$ cat src/rtl/dcache_pkg.sv
// Shared types and helpers for the data-cache refill/store engine.
package dcache_pkg;

  typedef enum logic [2:0] {
    IDLE,
    REQ,
    WAIT,
    FILL,
    DONE
  } state_t;

  // req_size[1:0] encodings; req_size[SZ_UNS] selects zero-extension on loads
  localparam logic [1:0] SZ_B = 2'd0;
  localparam logic [1:0] SZ_H = 2'd1;
  localparam logic [1:0] SZ_W = 2'd2;
  localparam logic [1:0] SZ_D = 2'd3;
  localparam int         SZ_UNS = 2;

  // Byte lanes covered by an access of the given size, before offset shift
  function automatic logic [7:0] size_mask(input logic [2:0] size);
    size_mask = {{4{size[1] & size[0]}}, {2{size[1]}}, size[1] | size[0], 1'b1};
  endfunction

  // Sign/zero-extend an LSB-aligned load value to 64 bits
  function automatic logic [63:0] extend(input logic [63:0] tmp, input logic [2:0] size);
    logic sgn;
    sgn = ~size[SZ_UNS];
    case (size[1:0])
      SZ_B:    extend = {{56{sgn & tmp[7]}}, tmp[7:0]};
      SZ_H:    extend = {{48{sgn & tmp[15]}}, tmp[15:0]};
      SZ_W:    extend = {{32{sgn & tmp[31]}}, tmp[31:0]};
      SZ_D:    extend = tmp;
      default: extend = tmp;
    endcase
  endfunction

endpackage

$ cat src/rtl/dcache_refill_if.sv
// System bus seen by the refill engine: one request channel, one response strobe.
interface dcache_refill_if #(
  parameter int ADDR_W = 64
);
  logic              req_valid;
  logic              req_ready;
  logic [ADDR_W-1:0] req_addr;
  logic              req_write;
  logic [63:0]       req_wdata;
  logic [7:0]        req_wstrb;
  logic              rsp_valid;
  logic [63:0]       rsp_data;
  logic              rsp_err;

  modport master (
    output req_valid, req_addr, req_write, req_wdata, req_wstrb,
    input  req_ready, rsp_valid, rsp_data, rsp_err
  );

  modport slave (
    input  req_valid, req_addr, req_write, req_wdata, req_wstrb,
    output req_ready, rsp_valid, rsp_data, rsp_err
  );
endinterface

$ cat src/rtl/dcache_extend.sv
// Shift an aligned 64-bit word down to the access offset and extend it.
// Shared with the cache read-hit path.
module dcache_extend
  import dcache_pkg::*;
(
  input  logic [63:0] data,
  input  logic [2:0]  offset,
  input  logic [2:0]  size,
  output logic [63:0] result
);

  logic [63:0] shifted;

  // Byte-lane shift then extension by size/unsigned bit
  always_comb begin
    shifted = data >> {offset, 3'b000};
    result  = extend(shifted, size);
  end

endmodule

$ cat src/rtl/dcache_refill.sv
// Memory-side miss/store engine for the direct-mapped data cache.
//
//  state | meaning
//  IDLE  | waiting for a pipeline request
//  REQ   | bus request presented, fields held until ready
//  WAIT  | request accepted, waiting for the response strobe
//  FILL  | one-cycle cache update (fill on load, invalidate on store)
//  DONE  | one-cycle completion pulse, stall already released
module dcache_refill
  import dcache_pkg::*;
#(
  parameter int TIMEOUT_CYCLES = 256,
  parameter int ADDR_W         = 64
) (
  input  logic              clk,
  input  logic              rst_n,
  input  logic              flush,
  input  logic              req_valid,
  input  logic              req_load,
  input  logic [ADDR_W-1:0] req_addr,
  input  logic [2:0]        req_size,
  input  logic [7:0]        req_mask,
  input  logic [63:0]       req_wdata,
  output logic              stall,
  output logic              done,
  output logic              err,
  output logic [63:0]       rdata,
  dcache_refill_if.master   bus,
  output logic              update,
  output logic              update_load,
  output logic [63:0]       update_data
);

  // Down-counter loaded with TIMEOUT_CYCLES-1 so that terminal count (0)
  // lands on the last allowed REQ/WAIT cycle.
  localparam int TMR_W = (TIMEOUT_CYCLES > 1) ? $clog2(TIMEOUT_CYCLES) : 1;
  localparam logic [TMR_W-1:0] TMR_LOAD =
    (TIMEOUT_CYCLES > 0) ? TMR_W'(TIMEOUT_CYCLES - 1) : '0;

  state_t            state;
  logic              load_q;
  logic [2:0]        offset_q;
  logic [2:0]        size_q;
  logic [63:0]       rsp_q;
  logic              flush_seen;
  logic [TMR_W-1:0]  tmr;
  logic              stall_q;
  logic              done_q;
  logic              err_q;
  logic [63:0]       rdata_q;
  logic              update_q;
  logic              update_load_q;
  logic [63:0]       update_data_q;
  logic              breq_valid_q;
  logic [ADDR_W-1:0] breq_addr_q;
  logic              breq_write_q;
  logic [63:0]       breq_wdata_q;
  logic [7:0]        breq_wstrb_q;
  logic [63:0]       ext_data;
  logic              timed_out;

  dcache_extend u_extend (
    .data   (rsp_q),
    .offset (offset_q),
    .size   (size_q),
    .result (ext_data)
  );

  assign timed_out = (TIMEOUT_CYCLES != 0) && (tmr == '0);

  // Transaction sequencer; every output below is registered here
  always_ff @(posedge clk or negedge rst_n) begin
    if (!rst_n) begin
      state         <= IDLE;
      load_q        <= 1'b0;
      offset_q      <= '0;
      size_q        <= '0;
      rsp_q         <= '0;
      flush_seen    <= 1'b0;
      tmr           <= '0;
      stall_q       <= 1'b0;
      done_q        <= 1'b0;
      err_q         <= 1'b0;
      rdata_q       <= '0;
      update_q      <= 1'b0;
      update_load_q <= 1'b0;
      update_data_q <= '0;
      breq_valid_q  <= 1'b0;
      breq_addr_q   <= '0;
      breq_write_q  <= 1'b0;
      breq_wdata_q  <= '0;
      breq_wstrb_q  <= '0;
    end else begin
      done_q        <= 1'b0;
      err_q         <= 1'b0;
      rdata_q       <= '0;
      update_q      <= 1'b0;
      update_load_q <= 1'b0;
      if (state != IDLE && flush) flush_seen <= 1'b1;

      case (state)
        IDLE: begin
          if (req_valid) begin
            load_q       <= req_load;
            offset_q     <= req_addr[2:0];
            size_q       <= req_size;
            flush_seen   <= flush;
            tmr          <= TMR_LOAD;
            stall_q      <= 1'b1;
            breq_valid_q <= 1'b1;
            breq_addr_q  <= {req_addr[ADDR_W-1:3], 3'b000};
            breq_write_q <= ~req_load;
            breq_wdata_q <= req_wdata << {req_addr[2:0], 3'b000};
            breq_wstrb_q <= (req_mask & size_mask(req_size)) << req_addr[2:0];
            state        <= REQ;
          end
        end

        REQ: begin
          if (timed_out) begin
            breq_valid_q <= 1'b0;
            stall_q      <= 1'b0;
            done_q       <= 1'b1;
            err_q        <= 1'b1;
            state        <= DONE;
          end else begin
            if (tmr != '0) tmr <= tmr - 1'b1;
            if (bus.req_ready) begin
              breq_valid_q <= 1'b0;
              state        <= WAIT;
            end
          end
        end

        WAIT: begin
          if (timed_out) begin
            stall_q <= 1'b0;
            done_q  <= 1'b1;
            err_q   <= 1'b1;
            state   <= DONE;
          end else begin
            if (tmr != '0) tmr <= tmr - 1'b1;
            if (bus.rsp_valid) begin
              rsp_q <= bus.rsp_data;
              if (bus.rsp_err) begin
                stall_q <= 1'b0;
                done_q  <= 1'b1;
                err_q   <= 1'b1;
                state   <= DONE;
              end else begin
                // A load fill is dropped if the cache was invalidated meanwhile;
                // a store still invalidates its line.
                update_q      <= ~(load_q & (flush_seen | flush));
                update_load_q <= load_q & ~(flush_seen | flush);
                update_data_q <= load_q ? bus.rsp_data : 64'd0;
                state         <= FILL;
              end
            end
          end
        end

        FILL: begin
          stall_q <= 1'b0;
          done_q  <= 1'b1;
          rdata_q <= load_q ? ext_data : 64'd0;
          state   <= DONE;
        end

        DONE: begin
          state <= IDLE;
        end

        default: state <= IDLE;
      endcase
    end
  end

  // Stall covers the accept cycle combinationally, then the registered hold
  assign stall = stall_q | ((state == IDLE) & req_valid);

  // A flush coinciding with the fill cycle still kills a load fill
  assign update      = update_q & ~(update_load_q & flush);
  assign update_load = update_load_q & ~flush;
  assign update_data = update_data_q;

  assign done  = done_q;
  assign err   = err_q;
  assign rdata = rdata_q;

  assign bus.req_valid = breq_valid_q;
  assign bus.req_addr  = breq_addr_q;
  assign bus.req_write = breq_write_q;
  assign bus.req_wdata = breq_wdata_q;
  assign bus.req_wstrb = breq_wstrb_q;

endmodule

$ cat src/flat_wrapper.sv
// flat-port wrapper written by rule: the top's interface ports become plain ports
module dcache_refill_flat import dcache_pkg::*;
#(
  parameter int TIMEOUT_CYCLES = 256,
  parameter int ADDR_W         = 64
)
  (clk, rst_n, flush, req_valid, req_load, req_addr, req_size, req_mask, req_wdata, stall, done, err, rdata, update, update_load, update_data, bus_req_valid, bus_req_addr, bus_req_write, bus_req_wdata, bus_req_wstrb, bus_req_ready, bus_rsp_valid, bus_rsp_data, bus_rsp_err);
  dcache_refill_if #(.ADDR_W(ADDR_W)) bus_i ();
  input  logic clk;
  input  logic rst_n;
  input  logic flush;
  input  logic req_valid;
  input  logic req_load;
  input  logic [ADDR_W-1:0] req_addr;
  input  logic [2:0] req_size;
  input  logic [7:0] req_mask;
  input  logic [63:0] req_wdata;
  output logic stall;
  output logic done;
  output logic err;
  output logic [63:0] rdata;
  output logic update;
  output logic update_load;
  output logic [63:0] update_data;
  output wire logic [$bits(bus_i.req_valid)-1:0] bus_req_valid;
  output wire logic [$bits(bus_i.req_addr)-1:0] bus_req_addr;
  output wire logic [$bits(bus_i.req_write)-1:0] bus_req_write;
  output wire logic [$bits(bus_i.req_wdata)-1:0] bus_req_wdata;
  output wire logic [$bits(bus_i.req_wstrb)-1:0] bus_req_wstrb;
  input wire logic [$bits(bus_i.req_ready)-1:0] bus_req_ready;
  input wire logic [$bits(bus_i.rsp_valid)-1:0] bus_rsp_valid;
  input wire logic [$bits(bus_i.rsp_data)-1:0] bus_rsp_data;
  input wire logic [$bits(bus_i.rsp_err)-1:0] bus_rsp_err;
  assign bus_req_valid = bus_i.req_valid;
  assign bus_req_addr = bus_i.req_addr;
  assign bus_req_write = bus_i.req_write;
  assign bus_req_wdata = bus_i.req_wdata;
  assign bus_req_wstrb = bus_i.req_wstrb;
  assign bus_i.req_ready = bus_req_ready;
  assign bus_i.rsp_valid = bus_rsp_valid;
  assign bus_i.rsp_data = bus_rsp_data;
  assign bus_i.rsp_err = bus_rsp_err;
  dcache_refill #(.TIMEOUT_CYCLES(TIMEOUT_CYCLES), .ADDR_W(ADDR_W)) u_core (.clk(clk), .rst_n(rst_n), .flush(flush), .req_valid(req_valid), .req_load(req_load), .req_addr(req_addr), .req_size(req_size), .req_mask(req_mask), .req_wdata(req_wdata), .stall(stall), .done(done), .err(err), .rdata(rdata), .bus(bus_i), .update(update), .update_load(update_load), .update_data(update_data));
endmodule
$ cat config.mk
export PLATFORM = sky130hd
export DESIGN_NAME = dcache_refill_flat
export DESIGN_NICKNAME = d
export VERILOG_FILES = /design/src/rtl/dcache_pkg.sv /design/src/rtl/dcache_refill_if.sv /design/src/rtl/dcache_extend.sv /design/src/rtl/dcache_refill.sv /design/src/flat_wrapper.sv
export SDC_FILE = /design/constraint.sdc
export NUM_CORES = 1
export LEC_CHECK = 0
export BUFFER_PORTS_ARGS = -buffer_cell sky130_fd_sc_hd__buf_2
export CAP_MARGIN = 20
export CORE_MARGIN = 2
export CORE_UTILIZATION = 30
export CTS_CLUSTER_DIAMETER = 30
export DETAILED_ROUTE_END_ITERATION = 8
export SLEW_MARGIN = 20
export SYNTH_ARGS = -nofsm -noshare
export SYNTH_HDL_FRONTEND = slang
export SYNTH_SLANG_ARGS = --single-unit
$ cat constraint.sdc
create_clock -name clk -period 2.55 [get_ports clk]
set_input_delay 0.255 -clock clk [delete_from_list [all_inputs] [get_ports clk]]
set_output_delay 0.255 -clock clk [all_outputs]
set_load 0.01 [all_outputs]
## Yosys cells after proc, flatten, opt, wreduce, memory -nomap -nowiden

Cells that the tools add are included.

| cells by class | value |
|---|---|
| div/mod/pow operators | 0 |
| add/subtract/negate cells | 1 |
| equal/unequal tests | 13 |
| mux-type cells | 41 |
| order comparisons | 0 |
| bitwise logic cells | 22 |
| multipliers | 0 |
| shifts and indexed selects | 3 |
| reduce and logical (&&, ||, !) cells | 17 |

Operators with widths:

| operator | number |
|---|---|
| $pmux 64 s4 | 1 |
| $mux 64 | 3 |
| $shl 64x6->64 | 1 |
| $shr 64x6->64 | 1 |
| $mux 8 | 3 |
| $mux 1 | 22 |
| $mux 3 | 6 |
| $pmux 8 s2 | 1 |
| $pmux 3 s4 | 1 |
| $and 1x1->1 | 10 |
| $ne 3x2->1 const B | 3 |
| $reduce_and 3->1 | 3 |
| $and 8x8->8 | 1 |
| $logic_not 8->1 | 1 |
| $not 1->1 | 8 |
| $reduce_and 4->1 | 2 |
| $reduce_bool 8->1 | 1 |
| $shl 8x3->8 | 1 |
| $sub 8x1->8 const B | 1 |
| $eq 3x2->1 const B | 2 |
| $reduce_and 5->1 | 1 |
| $eq 2x2->1 const B | 2 |
| $ne 2x1->1 const B | 2 |
| $ne 2x2->1 const B | 2 |
| 14 further kinds | 18 |

| storage, ports and cells | value |
|---|---|
| latch bits | 0 |
| register bits after elaboration | 351 |
| input port bits | 211 |
| ROM bits | 0 |
| output and inout port bits | 271 |
| memory bits (writable) | 0 |
| memories kept | 0 |

## Longest topological paths before layout

Gate-level depths: netlist of the first run.

| depth | value |
|---|---|
| word-level depth | 7 |
| gate-level depth with buffers | 8 |
| mapped depth without buffers | 6 |

## Cells and area by module

From an unflattened synthesis of the first run, not the netlist that was laid out.

| second synthesis, totals | value |
|---|---|
| cell total of the unflattened synthesis | 1,603 |
| area total of the unflattened synthesis | 17,301.6 sq um |

Modules (own cells, without submodules):

| module | instances | area each (sq um) | cells each |
|---|---|---|---|
| dcache_refill | 1 | 14,757.9 | 1,345 |
| dcache_extend | 1 | 2,543.7 | 258 |

## Least setup slack after synthesis of the first run

Ideal clock, no wire load.

| timing path | value |
|---|---|
| path kind | reg-to-reg |
| start point | register u_core.tmr[0] |
| end point | register u_core.rsp_q[58] |
| clock period less this slack | 2,033 ps |
| arrival | 1,906 ps |
| stages on the path, launching flop included | 9 |
| setup slack | 517 ps |
| buffers on the path | 2 |
| data required time | 2,422 ps |
| cells stage by stage | dfrtp_1 inv_1 ha_1 nor3b_1 nand2_1 and2_1 buf_2 buf_2 mux2_1 |

| on the way | value |
|---|---|
| cells in the longest elaborated chain, start to end | 3 |

Ends and longest elaborated chain:

| item | RTL line | text |
|---|---|---|
| start, declared | dcache_refill.sv:46 | `logic [TMR_W-1:0] tmr;` |
| start signal, assigned | dcache_refill.sv:127 | `if (tmr != '0) tmr <= tmr - 1'b1;` |
| start signal, assigned | dcache_refill.sv:142 | `if (tmr != '0) tmr <= tmr - 1'b1;` |
| $logic_not 8->1 | dcache_refill.sv:69 | `assign timed_out = (TIMEOUT_CYCLES != 0) && (tmr == '0);` |
| $not 1->1 (no line) | n/a |  |
| $reduce_and 3->1 (no line) | n/a |  |
| end signal, assigned | dcache_refill.sv:144 | `rsp_q <= bus.rsp_data;` |
| end, declared | dcache_refill.sv:44 | `logic [63:0] rsp_q;` |

Every way passes these cells.
A chain may end at the register's enable or synchronous reset.

## Final worst setup path of the first run

| timing path | value |
|---|---|
| start point | register u_core.state[2] |
| end point | output stall |

| on the way | value |
|---|---|
| cells in the longest elaborated chain, start to end | 3 |

Ends and longest elaborated chain:

| item | RTL line | text |
|---|---|---|
| start, declared | dcache_refill.sv:40 | `state_t state;` |
| start signal, assigned | dcache_refill.sv:74 | `state <= IDLE;` |
| start signal, assigned | dcache_refill.sv:115 | `state <= REQ;` |
| start signal, assigned | dcache_refill.sv:125 | `state <= DONE;` |
| $logic_not 3->1 | dcache_refill.sv:179 | `assign stall = stall_q \| ((state == IDLE) & req_valid);` |
| $and 1x1->1 | dcache_refill.sv:179 |  |
| $or 1x1->1 | dcache_refill.sv:179 |  |
| end, declared | flat_wrapper.sv:18 | `output logic stall;` |

Every way passes these cells.

==> run metrics, run 1 <==
layout cell share with drive strength beyond 1 35.2%; Final Hold Fails 0; Global Route Usage Sum between 20% and 30%; CP Class flop to primary output; routing usage on met2 about a third; storage element area slightly below 9000 um2; global route total overflow 0; largest net degree at the start of global routing around 90; Worst Tran Pin Value between 0.7 and 0.8 ns; GRT met3 Usage 5.17%; Yosys top cell area share 53.4%; row cnt 85; syn avg cell area ~10 um2; die height ~240 um; Max Slew Vio Count 0; maximum net fanout on the critical path 36; top cells by area, synth dfrtp_1 (53%), nand2_1 (10%), mux2i_1 (8.2%); antenna viol nets, final 0; RSZ-0062 raised after global routing false; IO Port Bufs around 480; XOR/XNOR Fraction of Synth Area 0%; DP HPWL 43,700 um; Slew headroom roughly half; Synth Instances roughly 1,600; Initial DRT Pass Iterations 5; Leak about 12 nW; Vias between 10,000 and 15,000; number of global-route vias before repair around 15,000; DR WL/cell roughly 20 um; clock transition at the registers of the reported paths 0.04 ns; Remaining DRCs 0; R2R cell count 7; post-synthesis compound-gate area fraction around an eighth; Peak Freq between 400 and 500 MHz; worst vdd ir 0.000713 V; synth warn 0; adder-cell share of the synthesized area less than 1%; CP required approximately 2.3 ns; period utilisation layout 95.9%; Final #Nets around 2,500; Critical Path AT between 2 and 2.5 ns; Power Density 1300 nW/um2; Initial Util 30.4%; Cell variety after synth 63; Post-synth EDFFs 0; synthesized flop and latch total between 300 and 400; first-pass GRT wire length just over 90,000 um; Core Region 54,000 um2; max_cap viols 0; sequential share of the synthesized area between 50% and 60%; multi-input logic area slightly above 7000 um2; Top FF cell, synth dfrtp_1; Sinks on Clock Net around 350; Avg Vias per Cell just under 5; GP Congestion around 0.93; post-synth top area cell dfrtp_1; Area growth, synth to finish 48.8%; x dimension of the die between 200 and 250 um; Worst setup EP type primary output; CTS tree done; GRT busiest layer met2; number of fill cells in the layout about 5,000; initial antenna violation count 2; Iter 0 DRT Violations roughly 850; mux share of post-synthesis cell area between 15 and 20%; Root Driver clkbuf_16; post-detailed-routing wire length between 60,000 and 70,000 um; ys async rst share between 90% and 100%; status finished clean; Die Footprint 56,700 um2; Final min period roughly 2.4 ns; I/O pin cnt 482; Hold Crit Depth 3; clock skew about 0.035 ns; startpoint types flop; Setup Viol. Count Final 0; simple-gate portion of the synthesized area 13.9%; end-of-flow core utilization a little under half; grt met1 use between 20% and 30%; Inserted Clock Buffers 88; Synth Cell Area 16,400 um2; Hold WC Path Type primary input to flop; H-tree level count 3; Worst-Skew Late Latency roughly 0.62 ns; Setup TNS 0 ns; Max clock buf depth 3; largest family of logic cells by synthesized area multiplexers
==> cell families (layout without fill, tap and decap cells) <==
family	count (synthesis)	in the layout
compound gates	320	320
flops	351	351
buf+inv	144	861
fa+ha+maj	1	1
other cells	1	5
mux	240	240
simple gates	545	545
==> worst paths after layout <==
kind	startpoint	end	slack (ns)
max in group asynchronous	rst_n	u_core.bus.req_addr[31]	1.50
setup / recovery	u_core.state[2]	stall	0.11
setup reg to reg	u_core.tmr[0]	u_core.rsp_q[9]	0.25
hold / removal	req_addr[2]	u_core.bus.req_wdata[59]	0.04
min in group asynchronous	rst_n	u_core.rsp_q[35]	0.28
hold reg to reg	u_core.bus.req_addr[33]	u_core.bus.req_addr[33]	0.46
==> where the power goes <==
part / internal [mW] / leakage (nW) / switching (mW) / total [mW]
sequential: 7.64 / 4.47 / 1.83 / 9.47
clock: 8.40 / 1.57 / 3.62 / 12.0
combinational: 4.34 / 5.98 / 5.87 / 10.2
total: 20.4 / 12.0 / 11.3 / 31.7
==> placed cells by master (no fill, tap or decap), drive strengths merged, types with 5 or more instances in the layout <==
master       count
a21oi           42
buf            536
clkinv          24
nor2            45
a32oi            8
dfrtp          351
nand3b           5
or4              5
and2            13
o2bb2ai         22
mux4             8
o211ai          19
o21a             8
inv             22
mux2            98
o21ai          101
nor2b           11
clkinvlp         9
mux2i          134
clkbuf         113
o221ai          12
nand2          438
dlygate4sd3    142
bufinv          15
nor3             8
o22ai            9
a31oi           51
a2bb2oi          6
a22o            25
==> layer usage <==
layer / vias to the layer above / part of all wire, % / routed length [um]
li1: 6895 / - / -
met1: 7265 / 41 / 24800
met2: 597 / 49 / 29600
met3: 115 / 6.7 / 4060
met4: 0 / 3.3 / 2000
met5: - / 0 / 0
==> final cells by class <==
cell class	instances	area share [%]
timing repair buffer	678	18.1
tap	696	3.56
inverter	19	0.291
multi-input combinational	1109	28.8
sequential	351	35.9
clock inverter	51	3.18
antenna	2	0.0205
clock buffer	113	10.1
==> Yosys cell counts, types with 4 or more instances <==
| master | count |
|---|---|
| buf_1 | 7 |
| mux2_2 | 92 |
| mux2_1 | 6 |
| nand2_1 | 438 |
| or4_1 | 4 |
| a32oi_1 | 8 |
| inv_1 | 17 |
| buf_2 | 39 |
| o21a_1 | 8 |
| o221ai_1 | 12 |
| nor2_1 | 42 |
| nand3b_1 | 5 |
| a22o_1 | 25 |
| nor2b_1 | 11 |
| o21ai_0 | 100 |
| mux4_2 | 8 |
| o211ai_1 | 19 |
| and2_0 | 5 |
| dfrtp_1 | 351 |
| o2bb2ai_1 | 22 |
| and2_1 | 8 |
| a2bb2oi_1 | 6 |
| buf_4 | 14 |
| clkbuf_1 | 62 |
| nor3_1 | 8 |
| o22ai_1 | 9 |
| a21oi_1 | 42 |
| mux2i_1 | 134 |
| a31oi_1 | 51 |
==> worst max-delay path: stages, from the launching register on <==
cell and delay, ns:
dfrtp_2 0.52, or4b_4 0.60, buf_6 0.23, nand2_1 0.09, buf_2 0.13
==> flip-flops by register name, summed over array words and instances (netlist names), 3 cells and up <==
| register | flops |
|---|---|
| u_core.state | 3 |
| u_core.bus.req_addr | 61 |
| u_core.bus.req_wdata | 64 |
| u_core.size_q | 3 |
| u_core.update_data | 64 |
| u_core.tmr | 8 |
| u_core.bus.req_wstrb | 8 |
| u_core.offset_q | 3 |
| u_core.rsp_q | 64 |
| u_core.rdata | 64 |
==> through the flow <==
stage	setup WS, ns	total power, mW	instance area [um2]	hold slack (ns)	cells
3_5_place_dp	0.316	19.5	19800	0.362	2710
5_1_grt	0.0315	33.4	24500	0.0398	3018
6_report	0.105	31.7	24500	0.0419	3019
4_1_cts	0.0644	31.9	24500	0.00457	3017
2_1_floorplan	0.517	15.2	16500	-0.0406	1604
3_3_place_gp	0.366	19.3	19800	0.352	2710
==> what timing repair did <==
| action | 4_1_cts | 5_1_grt |
|---|---|---|
| endpoints found under the setup margin | 1 | 0 |
| resized for setup | 4 | 0 |
| buffers inserted | 1 | 0 |
| hold buffers | 142 | 0 |
| hold endpoints to repair | 295 | 0 |
No activity file was read; power rests on OpenSTA's default activity.
==> run 2: changes to the inputs <==
--- a/config.mk
+++ b/config.mk
@@ -7,6 +7,7 @@
 export LEC_CHECK = 0
 export BUFFER_PORTS_ARGS = -buffer_cell sky130_fd_sc_hd__buf_2
 export CAP_MARGIN = 20
+export CORE_ASPECT_RATIO = 1.4
 export CORE_MARGIN = 2
 export CORE_UTILIZATION = 30
 export CTS_CLUSTER_DIAMETER = 30
==> run 2 against run 1 <==
Net effect:
- utilization fell by 1.5 points
- clock skew fell by 0.0092 ns
- worst setup slack improved by 0.024 ns
- via count fell by 0.52%
- non-clock buffer count fell by 7
- sequential share of layout area rose by 1.1 points
- hold slack got worse by 0.0026 ns
==> run metrics, run 2 (synthesized netlist as in run 1, its figures left out) <==
status finished clean; H-tree level count 3; Setup TNS 0 ns; Final Hold Fails 0; I/O pin cnt 482; Initial Util just over 30%; Slew headroom between 20 and 30%; first-pass GRT wire length 92,000 um; initial antenna violation count 2; Critical Path AT between 2 and 2.5 ns; antenna viol nets, final 0; Switch Pwr roughly 11 mW; period utilisation layout 94.9%; clock share of power between 30% and 40%; Placed Area about 20,000 um2; Hold WC Path Type primary input to flop; GP Congestion slightly below 1; startpoint types flop; number of fill cells in the layout around 5,100; CP Class flop to primary output; Hold Crit Depth 3; global route total overflow 0; multi-input logic area 7040 um2; Leak ~12 nW; Root Driver clkbuf_16; Initial DRT Pass Iterations 5; R2R cell count 7; Die Footprint between 50,000 and 60,000 um2; Worst-Skew Late Latency approximately 0.6 ns; Area growth, synth to finish 44.4%; Inserted Clock Buffers between 70 and 80; Sinks on Clock Net between 300 and 400; sequential power share about a third; CTS tree done; Remaining DRCs 0; IO Port Bufs about 480; ANT cells 0; x dimension of the die between 200 and 250 um; Avg Vias per Cell about 4.9; DP HPWL approximately 45,000 um; Final min period roughly 2.4 ns; most common cell after layout, fill and taps aside buf_2; largest net degree at the start of global routing 82; post-detailed-routing wire length about 60,000 um; Power Density approximately 1200 nW/um2; DR WL/cell around 20 um; clock transition at the registers of the reported paths around 0.05 ns; row cnt approximately 100; CP required between 2 and 2.5 ns; die height 281 um; maximum net fanout on the critical path 20; Final #Nets 2,437; Global Route Usage Sum 21.0%; Worst Tran Pin Value 1.09 ns; number of global-route vias before repair roughly 16,000; layout cell share with drive strength beyond 1 between 30% and 40%; max_cap viols 0; fin area 23,700 um2; Max Slew Vio Count 0; Core Region roughly 54,000 um2; Max clock buf depth 3; Worst setup EP type primary output; Comb power frac 34.7%; Setup Viol. Count Final 0; commonest cells after routing, fill and taps aside buf_2 (477), nand2_1 (438), dfrtp_1 (347), dlygate4sd3_1 (139), mux2i_1 (134); Peak Freq about 410 MHz; worst vdd ir about 0.00088 V; storage element area 8790 um2; Int Power between 15 and 20 mW; RSZ-0062 raised after global routing false; clock skew roughly 0.026 ns; switch share a little under two fifths; Vias ~15,000; Iter 0 DRT Violations approximately 810
run 2: power by group through the flow:
stage	Sequential, mW	Combinational [mW]	Clock, mW
after floorplan	9.43	5.74	0
after global placement	9.36	9.92	0
after detailed placement	9.43	10.1	0
after CTS	9.37	10.3	10.1
after global routing	9.61	11.2	10.4
final	9.40	10.3	9.93
run 2: stage by stage:
step	hold slack, ns	power (mW)	instances	util (%)	setup WS, ns
6_report	0.0393	29.6	3006	43.8	0.130
3_5_place_dp	0.220	19.5	2731	36.4	0.305
4_1_cts	0.00441	29.8	3006	43.8	0.0328
3_3_place_gp	0.215	19.3	2731	36.4	0.380
2_1_floorplan	-0.0406	15.2	1604	-	0.517
5_1_grt	0.0447	31.2	3006	43.8	0.0304
run 2: worst max-delay path, stage by stage, from the launching register on:
cell and delay, ns:
dfrtp_1 0.53, or4b_4 0.56, buf_4 0.23, nand2_1 0.11, buf_2 0.14
run 2: layer usage:
layer | vias to the layer above | share of wire, % | global-route usage [%] | wire length (um)
met5 | - | 0.022 | 0 | 13
li1 | 6861 | - | - | -
met2 | 603 | 52 | 37.5 | 31300
met4 | 2 | 5.8 | 13.6 | 3480
met1 | 7155 | 37 | 22.9 | 22400
met3 | 174 | 5.2 | 3.78 | 3150
run 2: cell type report:
cell class,instances,share of cell area [%]
Sequential cell,351,37.0
Multi-Input combinational cell,1109,29.7
Timing Repair Buffer,671,18.3
Clock buffer,84,8.17
Tap cell,721,3.80
Clock inverter,51,2.73
Inverter,19,0.300
run 2: path summary, 6_finish.rpt:
check | start | end | slack (ns)
hold reg to reg | u_core.bus.req_addr[50] | u_core.bus.req_addr[50] | 0.47
setup reg to reg | u_core.tmr[0] | u_core.rsp_q[9] | 0.29
max in group asynchronous | rst_n | u_core.bus.req_addr[48] | 1.49
setup / recovery | u_core.state[1] | stall | 0.13
min in group asynchronous | rst_n | u_core.bus.req_wdata[53] | 0.20
hold / removal | req_size[0] | u_core.size_q[0] | 0.04
run 2: timing repair:
action                                  in CTS  in global routing
endpoints found under the setup margin       1                  1
endpoints found under the hold margin      271                  0
setup buffers                                1                  0
hold buffers                               139                  0
resized for setup                            0                  1
pin swaps                                    1                  0
==> run 3: changes to the inputs <==
--- a/config.mk
+++ b/config.mk
@@ -10,6 +10,7 @@
 export CORE_ASPECT_RATIO = 1.4
 export CORE_MARGIN = 2
 export CORE_UTILIZATION = 30
+export CTS_BUF_LIST = sky130_fd_sc_hd__clkbuf_8
 export CTS_CLUSTER_DIAMETER = 30
 export DETAILED_ROUTE_END_ITERATION = 8
 export SLEW_MARGIN = 20
==> run 3 against run 2 <==
Net effect:
- clock power down 31%
- sequential power about the same
- first-iteration DRC count up 2.6%
- clock skew up 0.013 ns
- critical endpoint unchanged
- largest cell class unchanged
==> run metrics, run 3 (synthesized netlist as in run 1, its figures left out) <==
multi-input logic area 7040 um2; Max clock buf depth 3; IO Port Bufs 478; status finished clean; antenna viol nets, final 0; layout cell share with drive strength beyond 1 34.0%; RSZ-0062 raised after global routing false; Remaining DRCs 0; Worst Tran Pin Value 1.05 ns; Iter 0 DRT Violations ~830; maximum net fanout on the critical path 20; Core Region approximately 54,000 um2; Final Hold Fails 0; GRT met3 Usage about 4.0%; storage element area about 8800 um2; Placed Area about 20,000 um2; most common cell after layout, fill and taps aside buf_2; Power Density between 1000 and 1500 nW/um2; Slew headroom 30.0%; Worst setup EP type primary output; DP HPWL 44,500 um; Root Driver clkbuf_8; Worst path max stage delay between 0.5 and 0.6 ns; Die Footprint ~57,000 um2; Initial Util between 30 and 40%; CP Class flop to primary output; H-tree level count 3; DR WL/cell just under 20 um; Final min period around 2.4 ns; hold slack final 0.0589 ns; Inserted Clock Buffers between 70 and 80; slowest CP cell or4b_4; Avg Vias per Cell between 4 and 5; critical path cell sequence or4b_4 > buf_4 > nand2_1 > buf_2; first-pass GRT wire length 91,700 um; clock transition at the registers of the reported paths approximately 0.060 ns; Vias between 10,000 and 15,000; worst vdd ir 0.000533 V; die height approximately 280 um; Hold WC Path Type primary input to flop; Global Route Usage Sum between 20% and 30%; CTS tree done; Critical Path AT 2.18 ns; Peak Freq between 400 and 500 MHz; routing usage on met2 approximately 38%; Area growth, synth to finish 40.5%; commonest cells after routing, fill and taps aside buf_2 (477), nand2_1 (438), dfrtp_1 (345), dlygate4sd3_1 (159), mux2i_1 (134); Sinks on Clock Net ~350; clock skew roughly 0.039 ns; Final #Nets about 2,500; Initial DRT Pass Iterations 5; GRT busiest layer met2; fin area ~23,000 um2; placed cells about 2,700; Leak 11.4 nW; global route total overflow 0; x dimension of the die 202 um; pre-CTS WS 0.305 ns; Worst-Skew Late Latency roughly 0.68 ns; startpoint types flop; CP required around 2.3 ns; Max Slew Vio Count 0; initial antenna violation count 3; post-detailed-routing wire length ~60,000 um; Final Worst Setup Slack 0.118 ns; period utilisation layout a little over nine tenths; number of global-route vias before repair 15,600; row cnt ~100; Setup Viol. Count Final 0; largest net degree at the start of global routing ~80; grt met1 use 22.5%; number of fill cells in the layout 5,194; I/O pin cnt around 480; GP Congestion 0.961; Setup TNS 0 ns; max_cap viols 0; final cell count without fillers 3,032
run 3: changes by cell type in the layout (fill, tap and decap cells not counted), sizes merged:
cell / previous run / this run
bufinv: 10 / 8
clkinvlp: 7 / 9
dlygate4sd3: 139 / 159
clkbuf: 84 / 87
diode: 0 / 2
clkinv: 22 / 19
buf: 532 / 534
inv: 31 / 33
run 3: worst max-delay path: cells and delay by family, from the launching register on:
family / cells / cell delay (ns)
DFF: 1 / 0.45
and+or+nand+nor: 2 / 0.68
buffers and inverters: 2 / 0.37
run 3: final cells by class:
class	instances	share of cell area (%)
Sequential cell	351	38.1
Multi-Input combinational cell	1109	30.5
Timing Repair Buffer	693	19.8
Clock buffer	87	5.18
Tap cell	721	3.91
Clock inverter	50	2.27
Inverter	19	0.309
Antenna cell	2	0.0217
run 3: path summary, 6_finish.rpt:
check / start / end / slack [ns] / cells after the start
worst max register to register: u_core.tmr[0] / u_core.rsp_q[6] / 0.29 / 7
max in group asynchronous: rst_n / u_core.update_data[52] / 1.59 / 3
worst max-delay path: u_core.state[2] / stall / 0.12 / 4
worst min register to register: u_core.bus.req_addr[6] / u_core.bus.req_addr[6] / 0.47 / 2
min in group asynchronous: rst_n / u_core.rsp_q[27] / 0.13 / 2
worst min-delay path: req_wdata[16] / u_core.bus.req_wdata[32] / 0.06 / 5
run 3: routing by layer:
metal,routed length (um),vias to the layer above
met2,31600,633
li1,-,6884
met1,21900,7275
met5,13,-
met4,3350,2
met3,3380,174
run 3: timing repair:
action                     CTS  global route
hold buffers               159             0
pin swaps                    1             0
hold endpoints to repair   519             0
setup endpoints to repair    1             1
buffers inserted             1             2
gates resized for setup      2             1
run 3: per-stage QoR:
stage / utilization (%) / total power [mW]
after floorplan: - / 15.2
after global placement: 36.4 / 19.3
after detailed placement: 36.4 / 19.5
after CTS: 42.6 / 26.7
after global routing: 42.6 / 28.2
final: 42.6 / 26.5
run 3: power breakdown:
part	switching [mW]	internal (mW)	total [mW]
Combinational	5.93	4.39	10.3
Clock	2.82	4.03	6.84
Sequential	1.76	7.62	9.38
